--- config.mk ---
export PLATFORM = sky130hd
export DESIGN_NAME = seg_shift_out
export DESIGN_NICKNAME = d
export VERILOG_FILES = /design/src/rtl/seg_shift_out.sv
export SDC_FILE = /design/constraint.sdc
export NUM_CORES = 1
export LEC_CHECK = 0
export BUFFER_PORTS_ARGS = -buffer_cell sky130_fd_sc_hd__buf_2
export CAP_MARGIN = 5
export CORE_ASPECT_RATIO = 2
export CORE_UTILIZATION = 56
export CTS_CLUSTER_DIAMETER = 40
export DETAILED_ROUTE_END_ITERATION = 8
export PLACE_DENSITY_LB_ADDON = 0.25
export RECOVER_POWER = 100
export SETUP_SLACK_MARGIN = 0.15
export SLEW_MARGIN = 30
export SYNTH_ARGS = -nofsm -noshare
export SYNTH_HDL_FRONTEND = slang
export SYNTH_SLANG_ARGS = --single-unit
--- constraint.sdc ---
create_clock -name clk -period 1.96 [get_ports clk]
set_input_delay 0.196 -clock clk [delete_from_list [all_inputs] [get_ports clk]]
set_output_delay 0.196 -clock clk [all_outputs]
set_load 0.005 [all_outputs]
--- src/rtl/seg_shift_out.sv ---
// Serial segment-map transmitter for a shift/storage-register display chain.
// One frame: WIDTH bits MSB-first on s_data/s_clk, then an s_latch strobe.
module seg_shift_out #(
  parameter int DIV   = 2,
  parameter int WIDTH = 64
) (
  input  logic             clk,
  input  logic             rst_n,
  input  logic             start,
  input  logic [WIDTH-1:0] P_Data,
  output logic             s_clk,
  output logic             s_data,
  output logic             s_clrn,
  output logic             s_latch,
  output logic             busy,
  output logic             done
);

  localparam int DW = $clog2(DIV + 1);
  localparam int CW = $clog2(WIDTH + 1);

  typedef enum logic [1:0] {
    IDLE,
    SHIFT,
    LATCH
  } state_t;

  state_t           state_q;
  logic [WIDTH-2:0] sr_q;
  logic [CW-1:0]    cnt_q;
  logic [DW-1:0]    div_q;
  logic             sclk_q;
  logic             sdata_q;
  logic             clrn_q;
  logic             latch_q;
  logic             busy_q;
  logic             done_q;

  logic div_end;
  logic last_bit;

  assign div_end  = (div_q == DW'(DIV - 1));
  assign last_bit = (cnt_q == CW'(WIDTH - 1));

  // sr_q holds the bits still to come; the current bit lives in sdata_q
  always_ff @(posedge clk) begin
    if (!rst_n) begin
      state_q <= IDLE;
      sr_q    <= '0;
      cnt_q   <= '0;
      div_q   <= '0;
      sclk_q  <= 1'b0;
      sdata_q <= 1'b0;
      clrn_q  <= 1'b0;
      latch_q <= 1'b0;
      busy_q  <= 1'b0;
      done_q  <= 1'b0;
    end else begin
      clrn_q <= 1'b1;
      done_q <= 1'b0;
      unique case (state_q)
        IDLE: begin
          if (start) begin
            sr_q    <= P_Data[WIDTH-2:0];
            sdata_q <= P_Data[WIDTH-1];
            sclk_q  <= 1'b0;
            cnt_q   <= '0;
            div_q   <= '0;
            busy_q  <= 1'b1;
            state_q <= SHIFT;
          end
        end
        SHIFT: begin
          if (!div_end) begin
            div_q <= div_q + 1'b1;
          end else begin
            div_q <= '0;
            if (!sclk_q) begin
              sclk_q <= 1'b1;
            end else begin
              sclk_q <= 1'b0;
              if (last_bit) begin
                sdata_q <= 1'b0;
                latch_q <= 1'b1;
                state_q <= LATCH;
              end else begin
                sdata_q <= sr_q[WIDTH-2];
                sr_q    <= sr_q << 1;
                cnt_q   <= cnt_q + 1'b1;
              end
            end
          end
        end
        LATCH: begin
          if (!div_end) begin
            div_q <= div_q + 1'b1;
          end else begin
            div_q   <= '0;
            latch_q <= 1'b0;
            busy_q  <= 1'b0;
            done_q  <= 1'b1;
            state_q <= IDLE;
          end
        end
        default: state_q <= IDLE;
      endcase
    end
  end

  assign s_clk   = sclk_q;
  assign s_data  = sdata_q;
  assign s_clrn  = clrn_q;
  assign s_latch = latch_q;
  assign busy    = busy_q;
  assign done    = done_q;

endmodule

* Word-level counts from Yosys, hierarchy flattened
Index checks and enable logic that the tools add are counted.
** Operators by class
- Mux-type cells :: 37
- Add/sub/neg operators :: 2
- Eq/ne operators :: 10
- Reduce and logical (&&, ||, !) cells :: 14
** Operators with widths (number)
- 63-bit 2-to-1 mux :: 4
- 63-bit one-hot mux with 2 select lines :: 1
- 7-bit 2-to-1 mux :: 4
- 5-bit AND reduction :: 3
- 1-bit 2-to-1 mux :: 14
- 2-bit 2-to-1 mux :: 7
- 7-bit one-hot mux with 2 select lines :: 1
- 2-bit inequality test, second input constant :: 6
- 1-bit one-hot mux with 2 select lines :: 4
- 2-bit nonzero test :: 4
- 7-bit by 1-bit adder with 7-bit output, second input constant :: 1
- 7-bit by 6-bit == test with 1-bit output, second input constant :: 1
- 2-bit one-hot mux with 3 select lines :: 1
- 3-bit AND reduction :: 2
- 2-bit by 1-bit == test with 1-bit output, second input constant :: 2
- 2-bit one-hot mux with 2 select lines :: 1
- 2-bit AND reduction :: 2
- 4-bit AND reduction :: 1
- 2-bit by 1-bit adder with 2-bit output, second input constant :: 1
- 2-bit == test, second input constant :: 1
- 2-bit zero test :: 1
- 2-bit OR reduction :: 1
** Word-level totals
- Flip-flop bits (word level) :: 80
- Input bits :: 67
- Output and inout port bits :: 6

* Depth between registers and ports, before layout
- Word-level depth :: 5
- Mapped depth :: 9

* Least setup slack after synthesis
OpenSTA, ideal clock, no wires.
- Kind :: flip-flop to flip-flop
- Start point :: register state_q[0]
- End point :: register sr_q[12]
- Cell stages (with the launch flop) :: 10
- Data arrival time :: 1.556 ns
- Path buffers :: 3
- Path slack :: 0.322 ns
- Required time :: 1.879 ns
- Path through :: dfxtp_1 -> inv_1 -> ha_1 -> buf_2 -> mux2i_1 -> a21oi_1 -> buf_4 -> buf_2 -> a21oi_1 -> a211oi_2
** On the way
- Longest elaborated chain between the ends :: 3
- Elaborated cells between the ends (all ways) :: 9
- Those cells by class :: eq/ne: 5; mux: 1; reduce/logical: 3
** Ends and longest elaborated chain
- start: declaration :: RTL line 28 : state_t state_q;
- start signal: assignment :: RTL line 48 : state_q <= IDLE;
- start signal: assignment :: RTL line 70 : state_q <= SHIFT;
- start signal: assignment :: RTL line 85 : state_q <= LATCH;
- 2-bit by 1-bit == test with 1-bit output / 2-bit zero test (equally long branches) :: RTL line 61 : unique case (state_q)
- 2-bit inequality test (no line) / 2-bit nonzero test (equally long branches)
- 5-bit AND reduction (no line)
- end signal: assignment :: RTL line 64 : sr_q <= P_Data[WIDTH-2:0];
- end signal: assignment :: RTL line 88 : sr_q <= sr_q << 1;
- end: declaration :: RTL line 29 : logic [WIDTH-2:0] sr_q;
Several ways; a longest one is shown, not always the timed one.
A chain may end at the register's enable or synchronous reset.

* Worst setup path after layout
- Start point :: register cnt_q[0]
- End point :: register sr_q[9]
** On the way
- Longest elaborated chain between the ends :: 3
** Ends and longest elaborated chain
- start: declaration :: RTL line 30 : logic [CW-1:0] cnt_q;
- start signal: assignment :: RTL line 89 : cnt_q <= cnt_q + 1'b1;
- 7-bit by 6-bit == test with 1-bit output :: RTL line 43 : assign last_bit = (cnt_q == CW'(WIDTH - 1));
- 2-bit inequality test (no line)
- 5-bit AND reduction (no line)
Every way passes these cells.

==> out/results.ini <==
[timing]
hold_viol=0
max-slew-margin-rel_pct=60.11
fmax_mhz=559.6
period_share_pct=91.17
finalSetupTns_ps=0
rsz0062_at_grt=no
min_period_ps=1787
drv_slew=0
setup_viol=0
skew_ps=6.087
worst_pin_slew_ps=598.4
hold_slack_ps=190.7

[power_and_ir_drop]
total_leakage_power_nw=1.764
p_per_area_mw_per_mm2=1320
total_power_mw=6.078
irDropWorstVdd_mv=0.6937

[logic_synthesis]
synth_top_cells_by_area=dfxtp_1 39%, a211oi_2 18%, mux2i_1 16%, a21oi_1 8.7%, buf_2 2.7%
synth_nets=469
synth_common_cells=80 x dfxtp_1, 71 x a21oi_1, 66 x mux2i_1
ys.flop_type=dfxtp_1
async_flop_share_pct=0
ys_ff_latch=80
ys_types=39
synth_area_per_cell_sq_um=10.27
yosysSeqAreaShare_pct=39.19
synth_warnings=0
synth_top_area_share_pct=39.19
synthCells=398
synth_edf_count=0
syn-cell-area_sq_mm=0.004086
yosysMostFrequentCell=dfxtp_1
synth_area_leader_cell=dfxtp_1

[clock_tree]
cts-hold-fix-buffers=0
cts_sinks=80
cts.clk_slew.worst_paths_ps=60
h-tree-depth=3
root_buffer=clkbuf_16
cts_made_buffers=9
cts_tree=done
clockBufferDepth=2
insertion_delay_ps=330

[placement]
place_hpwl_microns=6044
gp_congestion=0.8157
numPortBuffers=72

[detailed_routing]
postRouteAntennaNets=0
routedWlPerCell_microns=16.66
m1WireLength_microns=3781
top_layer_used=met4
wl_met2_microns=4883
vias_per_cell=6.020
wl_microns=9195
vias=3323
drc=0
drt_iter0_drc=212
routed-wl-met3_microns=331
first_pass_iters=4

[die]
die_h_microns=122.8
die_w_microns=62.41
die-area_sq_mm=0.007664
ioPinCount=73
start_util_pct=58.43
rows=43
core-area_sq_mm=0.006994

[final_layout]
fin_nets=530
postLayoutCoreUtil_pct=65.81
drive_above_1_share_pct=27.06
syn_to_final_growth_pct=12.65
num_antenna_cells=0
num-fill-cells=616

[worst_setup_path]
cp.depth=6
crit_slowest_cell=dfxtp_2
end_kind=flop
worst-path-buf-inv=1
crit_family=simple AND/OR/NAND/NOR gates
max_stage_delay_ps=390
cp.required_ps=2200
worstRegToRegCells=6
reg2reg_slack_ps=170
crit_chain=ha_4 -> and4b_1 -> nand4_1 -> and2_4 -> buf_6 -> a211oi_1
critPathKind=reg2reg
path_max_fanout=22
worstSetupStartpointType=flop
arrival_ps=2020

[worst_hold_path]
holdPathStages=3
hp-class=in2reg

[global_routing]
antenna_found_initial=0
grt_pass1_wl_microns=14550
grtUsageTotal_pct=24.03
grt.overflow.total=0
grt_max_degree=68
first_global_vias=3239

[flow_run]
maxCapViolations=0

[outcome]
status=finished, final reports clean

## flip-flops by register name, indices dropped and copies added (netlist names)
register  cells
state_q       2
div_q         2
s_clrn        1
done          1
s_latch       1
sr_q         63
s_data        1
busy          1
cnt_q         7
s_clk         1
## placed cells by master, fill, tap and decap left out, types with 8 or more instances in the layout
cell / Yosys / layout
a211oi_1: 7 / 52
a211oi_2: 58 / 13
a21oi_1: 71 / 70
buf_2: 22 / 70
buf_4: 2 / 9
clkbuf_16: 0 / 9
dfxtp_1: 80 / 77
mux2i_1: 66 / 66
nand2_1: 19 / 19
nand3_1: 8 / 8
## worst paths after layout
check	start	endpoint
worst max-delay path	cnt_q[0]$_SDFFE_PN0P_	sr_q[9]$_SDFFE_PN0P_
worst min-delay path	P_Data[0]	sr_q[0]$_SDFFE_PN0P_
worst max register to register	cnt_q[0]$_SDFFE_PN0P_	sr_q[9]$_SDFFE_PN0P_
worst min register to register	cnt_q[6]$_SDFFE_PN0P_	cnt_q[6]$_SDFFE_PN0P_
## worst min-delay path: cells and delay by family
kind,cells,cell delay [ps]
and+or+nand+nor,1,100
AOI/OAI and AO/OA,1,70
buffers and inverters,1,100
## logic make-up after synthesis
family	synth area share (%)
simple gates	6.430
fa+ha+maj	1.225
compound gates	30.80
flops	39.19
mux	16.17
buf+inv	6.185
## routing by layer
| layer | vias up | global-route usage [%] |
|---|---|---|
| met5 | - | 0 |
| met4 | 0 | 12.50 |
| met3 | 15 | 4.089 |
| met2 | 79 | 44.02 |
| met1 | 1604 | 26.02 |
| li1 | 1625 | - |
## through the flow
step / setup slack, ps / instances / area [sq um]
final: 173.1 / 552 / 4603
after floorplan: 322.4 / 398 / 4086
after global placement: 198.8 / 537 / 4556
after global routing: 83.09 / 552 / 4603
after CTS: 188.0 / 551 / 4823
after detailed placement: 143.6 / 537 / 4556
## final cells by class
type / count / area, sq um / share of cell area, %
Tap cell: 90 / 112.6 / 2.446
Sequential cell: 80 / 1605 / 34.87
Timing Repair Buffer: 91 / 564.3 / 12.26
Clock buffer: 13 / 250.2 / 5.436
Multi-Input combinational cell: 274 / 2053 / 44.60
Clock inverter: 1 / 5.005 / 0.1087
Inverter: 3 / 12.51 / 0.2718
## timing repair
item / CTS / global route
pin swaps: 0 / 2
buffers inserted: 0 / 1
gates resized for setup: 4 / 7
endpoints found under the hold margin: 0 / 0
setup endpoints to repair: 15 / 68
## where the power goes
part | leakage (nW) | switching, mW | internal, mW
clock | 0.126 | 0.596 | 0.876
combinational | 0.977 | 1.24 | 1.05
sequential | 0.661 | 0.248 | 2.07
total | 1.76 | 2.08 | 3.99
(Power assumes the default switching activity.)
